==> src/rtl/lcd_ci_timed.sv <==
// Nios II multi-cycle custom instruction that performs one timed HD44780 write
// (8-bit or 4-bit bus), waits out the LCD busy time and returns done/result.
module lcd_ci_timed #(
  parameter int unsigned FOUR_BIT = 0,
  parameter int unsigned T_SETUP  = 2,
  parameter int unsigned T_EN     = 12,
  parameter int unsigned T_HOLD   = 2,
  parameter int unsigned T_CMD    = 2000,
  parameter int unsigned T_CLR    = 82000
) (
  input  logic        clk,
  input  logic        rst_n,
  input  logic        clk_en,
  input  logic        start,
  input  logic [31:0] dataa,
  input  logic [31:0] datab,
  output logic        done,
  output logic [31:0] result,
  output logic        rw,
  output logic        en,
  output logic        rs,
  output logic [7:0]  db
);

  localparam int unsigned T_MAX = (T_CLR > T_CMD) ? T_CLR : T_CMD;
  localparam int unsigned CW    = $clog2(T_MAX + 1);

  localparam logic [CW-1:0] SETUP_LD = CW'(T_SETUP - 1);
  localparam logic [CW-1:0] EN_LD    = CW'(T_EN - 1);
  localparam logic [CW-1:0] HOLD_LD  = CW'(T_HOLD - 1);
  localparam logic [CW-1:0] CMD_LD   = CW'(T_CMD - 1);
  localparam logic [CW-1:0] CLR_LD   = CW'(T_CLR - 1);
  localparam logic [CW-1:0] CNT_ONE  = CW'(1);

  typedef enum logic [2:0] {
    ST_IDLE  = 3'd0,
    ST_SETUP = 3'd1,
    ST_EN_HI = 3'd2,
    ST_HOLD  = 3'd3,
    ST_WAIT  = 3'd4,
    ST_DONE  = 3'd5
  } state_t;

  state_t        state_r;
  logic [CW-1:0] cnt_r;
  logic          rs_q_r;
  logic [7:0]    byte_q_r;
  logic          long_r;
  logic          low_nib_r;
  logic          unused_s;

  // Clear (0x01) and return-home (0x02/0x03) commands need the long busy wait.
  function automatic logic is_long_cmd(input logic rs_in, input logic [7:0] b);
    return (rs_in == 1'b0) && (b[7:2] == 6'b000000) && (b[1:0] != 2'b00);
  endfunction

  // Bus value for the current transfer; in 4-bit mode the nibble rides on db[7:4].
  function automatic logic [7:0] bus_value(input logic [7:0] b, input logic low_nib);
    logic [7:0] v;
    if (FOUR_BIT == 32'd0) begin
      v = b;
    end else if (low_nib) begin
      v = {b[3:0], 4'h0};
    end else begin
      v = {b[7:4], 4'h0};
    end
    return v;
  endfunction

  assign rw       = 1'b0;
  assign unused_s = ^{dataa[31:1], datab[31:8]};

  // Write engine: sequencing, shared phase counter and all registered pin outputs.
  always_ff @(posedge clk or negedge rst_n) begin
    if (!rst_n) begin
      state_r   <= ST_IDLE;
      cnt_r     <= '0;
      rs_q_r    <= 1'b0;
      byte_q_r  <= 8'h00;
      long_r    <= 1'b0;
      low_nib_r <= 1'b0;
      en        <= 1'b0;
      rs        <= 1'b0;
      db        <= 8'h00;
      done      <= 1'b0;
      result    <= 32'h0000_0000;
    end else begin
      done   <= 1'b0;
      result <= 32'h0000_0000;
      case (state_r)
        ST_IDLE: begin
          if (clk_en && start) begin
            rs_q_r    <= dataa[0];
            byte_q_r  <= datab[7:0];
            long_r    <= is_long_cmd(dataa[0], datab[7:0]);
            low_nib_r <= 1'b0;
            rs        <= dataa[0];
            db        <= bus_value(datab[7:0], 1'b0);
            en        <= 1'b0;
            cnt_r     <= SETUP_LD;
            state_r   <= ST_SETUP;
          end
        end
        ST_SETUP: begin
          if (cnt_r == '0) begin
            en      <= 1'b1;
            cnt_r   <= EN_LD;
            state_r <= ST_EN_HI;
          end else begin
            cnt_r <= cnt_r - CNT_ONE;
          end
        end
        ST_EN_HI: begin
          if (cnt_r == '0) begin
            en      <= 1'b0;
            cnt_r   <= HOLD_LD;
            state_r <= ST_HOLD;
          end else begin
            cnt_r <= cnt_r - CNT_ONE;
          end
        end
        ST_HOLD: begin
          if (cnt_r != '0) begin
            cnt_r <= cnt_r - CNT_ONE;
          end else if ((FOUR_BIT != 32'd0) && !low_nib_r) begin
            low_nib_r <= 1'b1;
            db        <= bus_value(byte_q_r, 1'b1);
            cnt_r     <= SETUP_LD;
            state_r   <= ST_SETUP;
          end else begin
            cnt_r   <= long_r ? CLR_LD : CMD_LD;
            state_r <= ST_WAIT;
          end
        end
        ST_WAIT: begin
          if (cnt_r == '0) begin
            done    <= 1'b1;
            result  <= {23'h000000, rs_q_r, byte_q_r};
            state_r <= ST_DONE;
          end else begin
            cnt_r <= cnt_r - CNT_ONE;
          end
        end
        ST_DONE: begin
          state_r <= ST_IDLE;
        end
        default: begin
          en      <= 1'b0;
          cnt_r   <= '0;
          state_r <= ST_IDLE;
        end
      endcase
    end
  end

endmodule
==> config.mk <==
export PLATFORM = sky130hd
export DESIGN_NAME = lcd_ci_timed
export DESIGN_NICKNAME = d
export VERILOG_FILES = /design/src/rtl/lcd_ci_timed.sv
export SDC_FILE = /design/constraint.sdc
export NUM_CORES = 1
export LEC_CHECK = 0
export CAP_MARGIN = 30
export CORE_MARGIN = 4
export CORE_UTILIZATION = 42
export DETAILED_ROUTE_END_ITERATION = 8
export GPL_TIMING_DRIVEN = 0
export PLACE_DENSITY = 0.85
export SYNTH_ARGS = -nofsm -noshare
export SYNTH_HDL_FRONTEND = slang
export SYNTH_SLANG_ARGS = --single-unit
export TNS_END_PERCENT = 1
==> constraint.sdc <==
create_clock -name clk -period 2.9 [get_ports clk]
set_input_delay 0.435 -clock clk [delete_from_list [all_inputs] [get_ports clk]]
set_output_delay 0.435 -clock clk [all_outputs]
set_load 0.05 [all_outputs]
==> Yosys cells after proc, flatten, opt, wreduce, memory -nomap -nowiden <==
Cells that the tools add are included.
{ "totals": {"ff_bits": 64, "latch_bits": 0, "mem_bits_rw": 0, "mem_bits_ro": 0, "inputBits": 68, "out_inout_bits": 44, "word_cells": 57, "n_memories": 0} }
{ "op_classes": {"add_sub_neg": 1, "mul": 0, "n_div": 0, "order_cmp": 0, "eq_ne": 11, "shifts": 0, "n_mux": 21, "bitwise_logic": 3, "n_reduce_logical": 13} }
{ "ops": {"columns": ["op", "n"], "rows": [
  ["$mux 17", 6],
  ["$pmux 17 s6", 1],
  ["$mux 9", 2],
  ["$logic_not 17->1", 1],
  ["$reduce_bool 17->1", 1],
  ["$sub 17x1->17 const B", 1],
  ["$mux 3", 5],
  ["$pmux 3 s5", 1],
  ["$ne 2x2->1 const B", 6],
  ["$eq 3x2->1 const B", 2],
  ["$eq 3x3->1 const B", 2],
  ["$logic_not 6->1", 1],
  ["$mux 1", 5],
  ["$reduce_and 5->1", 1],
  ["$pmux 1 s4", 1],
  ["$reduce_and 4->1", 1],
  ["$eq 3x1->1 const B", 1],
  ["$logic_and 1x1->1", 3],
  ["$logic_not 3->1", 1],
  ["$not 1->1", 3],
  ["$reduce_and 3->1", 1],
  ["$reduce_or 3->1", 1],
  ["$reduce_and 2->1", 1],
  ["$reduce_bool 2->1", 1]
]} }

==> Depth between registers and ports, before layout <==
{ "depth": {"word_depth": 4, "ltp_mapped": 10, "ltp_nobuf": 7} }

==> Least setup slack after synthesis <==
Ideal clock, no wire load.
{ "synth_path": {"path_kind": "register -> register", "start": "reg cnt_r[0]", "end": "reg state_r[0]", "setup_ns": 0.119, "arrival_ns": 2.208, "t_required_ns": 2.781, "slack_ns": 0.573, "stages_incl_launch_ff": 11, "path_buffers": 3, "synth_period_minus_slack_ns": 2.327, "cell_sequence": "dfrtp_1 inv_1 ha_1 or4b_1 buf_2 or3_1 buf_6 nor2_4 clkbuf_2 o21ai_0 o21a_1"} }
{ "synth_between": {"elab_chain_cells": 3, "word_cells_on_any_way": 7, "classes_between": "eq/ne: 4; reduce/logical: 3"} }
{ "synth_rtl": {"columns": ["item", "line_no", "text"], "rows": [
  ["from (decl)", "45", "logic [CW-1:0] cnt_r;"],
  ["from (signal assigned)", "110", "cnt_r <= cnt_r - CNT_ONE;"],
  ["from (signal assigned)", "119", "cnt_r <= cnt_r - CNT_ONE;"],
  ["from (signal assigned)", "124", "cnt_r <= cnt_r - CNT_ONE;"],
  ["$reduce_bool 17->1 / $logic_not 17->1 (equally long branches)", null, null],
  ["$ne 2x2->1 (no line)", null, null],
  ["$reduce_and 5->1 (no line) (*)", null, null],
  ["to (signal assigned)", "129", "state_r <= ST_SETUP;"],
  ["to (signal assigned)", "132", "state_r <= ST_WAIT;"],
  ["to (signal assigned)", "139", "state_r <= ST_DONE;"],
  ["to (decl)", "44", "state_t state_r;"]
]} }
Mark *: on every way between the ends. The rest lies on a longest branch, timed or not.
A chain may end at the register's enable or synchronous reset.

==> Worst setup path in the final report <==
{ "layout_path": {"start": "reg cnt_r[0]", "end": "reg cnt_r[2]"} }
{ "layout_between": {"elab_chain_cells": 3, "word_cells_on_any_way": 10, "classes_between": "add/sub: 1; eq/ne: 1; mux: 5; reduce/logical: 3"} }
{ "layout_rtl": {"columns": ["item", "line_no", "text"], "rows": [
  ["$sub 17x1->17, or another cell as far along", null, null],
  ["$mux 17, or another cell as far along", "136", "if (cnt_r == '0) begin"],
  ["$pmux 17 s6 / $reduce_and 3->1 (equally long branches)", null, null]
]} }
Parallel ways exist; a longest one is shown, timed or not. The select of a mux whose other input is x is not followed.

==> impl_metrics.py <==
metrics = {
    "run_status": {
        "status": "complete, no violations",
    },
    "grt": {
        "overflow": 0,
        "antenna_found_initial": 0,
        "grt_pass1_wl_mm": 9.29,
        "grt_max_degree": 42,
        "track_usage_pct": 16.0,
        "first_global_vias": 1971,
    },
    "critical_path": {
        "arrival_ns": 2.82,
        "reg2reg_slack_ns": 0.25,
        "crit_fanout": 10,
        "worstReg2RegEnd": "cnt_r[2]",
        "startpoint_type": "flop",
        "startpoint": "cnt_r[0]",
        "criticalPathCategory": "flop to flop",
        "end_kind": "flop",
        "critPathSlowestCell": "dfrtp_1",
        "timing.rr.start": "cnt_r[0]",
        "crit_top_cell": "buf_2",
        "crit_chain": "inv_1 -> ha_1 -> or4b_1 -> buf_2 -> nor3_4 -> buf_2 -> a21oi_1 -> o311ai_1 -> nand3_1",
        "required_ns": 3.07,
        "cpPeakStageDelay_ns": 0.44,
        "ff2ff_path_depth": 9,
    },
    "sta": {
        "hold_violations": 0,
        "period_minus_slack_ns": 2.65,
        "fin_skew_ns": 0.00443,
        "slew_viol_final": 0,
        "fin_tns_setup_ns": 0,
        "worstMarginPinSlew_ns": 0.896,
        "setup_viol": 0,
        "period_share_pct": 91.5,
        "rsz0062_at_grt": "false",
        "fmax_mhz": 377,
        "timing.slew.headroom_pct": 40.3,
        "fin_ws_ns": 0.246,
    },
    "clock_network": {
        "clock_latency_ns": 0.29,
        "cts_resized": 0,
        "cts_max_level": 2,
        "cts_tree": "done",
        "cts_max_path_buffers": 2,
        "clock-sinks": 41,
        "cts_buffers": 5,
        "cts_setup_buffers": 0,
        "clk_pin_slew_ns": 0.08,
        "cts_hold_buf": 0,
        "clockRootBuffer": "clkbuf_8",
    },
    "logic_synthesis": {
        "synth_top_flop_cell": "dfrtp_1",
        "synth_warnings": 0,
        "yosys.cell_types.count": 54,
        "ys_seq_elements": 41,
        "synth_area_um2": 2430,
        "avgSynthCellArea_um2": 9.26,
        "synthCells": 263,
        "postSynth.asyncResetShare_pct": 100,
        "synth-seq-area-share_pct": 42.1,
        "synth_edf_count": 0,
    },
    "floorplan": {
        "die_w_um": 84.1,
        "rows": 27,
        "io_pins": 112,
        "core_um2": 5570,
        "start_util_pct": 43.7,
        "die_y_um": 84.1,
        "die_area_um2": 7080,
    },
    "power_and_ir_drop": {
        "vdd_drop_max_v": 0.000685,
        "power.density_nw_per_um2": 924,
        "p_leak_nw": 1.36,
    },
    "place": {
        "gp_congestion": 0.928,
        "pre_cts_slack_ns": 0.287,
        "portBuffers": 32,
        "dp_hpwl_mm": 4.23,
    },
    "route": {
        "num_vias": 2174,
        "drt-initial-drc-count": 185,
        "totalWireLength_mm": 5.66,
        "wire_per_inst_um": 14.2,
        "ant_nets": 0,
        "via_per_inst": 5.46,
        "drc": 0,
        "dr.pass1.iters": 5,
    },
    "layout": {
        "areaGrowthSynthToFinish_pct": 24.8,
        "drive_above_1_share_pct": 16.3,
        "num-fill-cells": 512,
        "n_antenna_cell": 0,
        "nets": 394,
        "multi_input_area_um2": 1210,
        "seq_area_um2": 1030,
    },
    "run": {
        "maxCapViolCount": 0,
    },
    "worst_hold_path": {
        "hold_class": "input pin to async pin",
    },
}
worst max path at each step:
stage	endpoint	slack (ns)	cells past startpoint
4_1_cts	state_r[0]	0.27	10
3_5_place_dp	state_r[0]	0.29	10
5_1_grt	state_r[0]	0.12	10
3_3_place_gp	state_r[0]	0.32	10
6_report	cnt_r[2]	0.25	9
2_1_floorplan	state_r[0]	0.57	10
cell usage in the layout (no fill, tap or decap), types with 9 or more instances in the layout:
| cell type | netlist | routed |
|---|---|---|
| dfrtp_1 | 41 | 41 |
| clkdlybuf4s50_1 | 0 | 31 |
| buf_4 | 24 | 24 |
| conb_1 | 1 | 24 |
| nor2_1 | 21 | 21 |
| nand2_1 | 19 | 19 |
| a21oi_1 | 15 | 15 |
| o21ai_0 | 13 | 13 |
| clkbuf_1 | 10 | 11 |
| and3_1 | 9 | 9 |
| mux2_2 | 9 | 9 |
stage by stage:
stage	total power [mW]	area [um^2]	std cells	hold WS, ns	util, %
floorplan	1.96	2520	286	0.139	-
global placement	2.29	2930	390	0.485	52.6
detailed placement	2.33	2930	390	0.475	52.5
CTS	2.80	3040	398	0.300	54.5
global route	2.99	3040	398	0.346	54.5
finish	2.81	3040	398	0.267	54.5
logic make-up (layout without fill, tap and decap cells):
family          Yosys count  after routing  synth area share [%]
simple gates             86             86                  18.8
compound gates           69             69                  19.1
buf+inv                  47             87                  11.7
flops                    41             41                  42.1
mux                      11             11                  4.98
xor+xnor                  6              6                  2.16
fa+ha+maj                 2              2                 0.925
other cells               1             24                 0.154
worst max-delay path, delay by kind of cell (launching register included):
kind	cells	cell delay (ns)
compound gates	2	0.37
flops	1	0.44
simple gates	3	0.92
fa+ha+maj	1	0.24
buf+inv	3	0.56
sequential cells by signal (all words and copies together) (netlist names):
signal and count:
rs_q_r 1, result 9, en 1, cnt_r 17, long_r 1, byte_q_r 8
state_r 3, done 1
report_power, final:
group	internal [mW]	total, mW	switching, mW	leakage [nW]
combinational	0.515	1.43	0.917	0.781
clock	0.259	0.459	0.201	0.0554
sequential	0.747	0.915	0.168	0.528
layer usage:
metal,GRT usage [%],share of wire [%],up-vias
li1,-,-,1027
met1,20.4,40,1013
met2,25.9,47,116
met3,6.28,12,18
met4,2.92,1.6,0
met5,0,0,-
Yosys cell counts, types with 4 or more instances:
cell type / number / share of area [%]
dfrtp_1: 41 / 42
clkbuf_1: 10 / 1.5
nand2_1: 19 / 2.9
or3_1: 7 / 1.8
o211ai_1: 5 / 1.5
xor2_1: 4 / 1.4
buf_4: 24 / 7.4
o21ai_0: 13 / 2.7
nor3_1: 7 / 1.4
nor2_1: 21 / 3.2
a21oi_1: 15 / 3.1
and3_1: 9 / 2.3
inv_1: 8 / 1.2
a31oi_1: 4 / 1.0
nand3_1: 7 / 1.4
mux2_2: 9 / 4.2
layout make-up:
cell class / count / share of cell area, %
clock inverters: 2 / 1.28
plain buffers: 39 / 8.40
repair buffers: 32 / 10.4
well taps: 72 / 2.97
multi-input cells: 198 / 39.8
inverters: 8 / 0.988
flip-flops and latches: 41 / 33.8
clock buffers: 6 / 2.39
No activity file was read; power rests on OpenSTA's default activity.
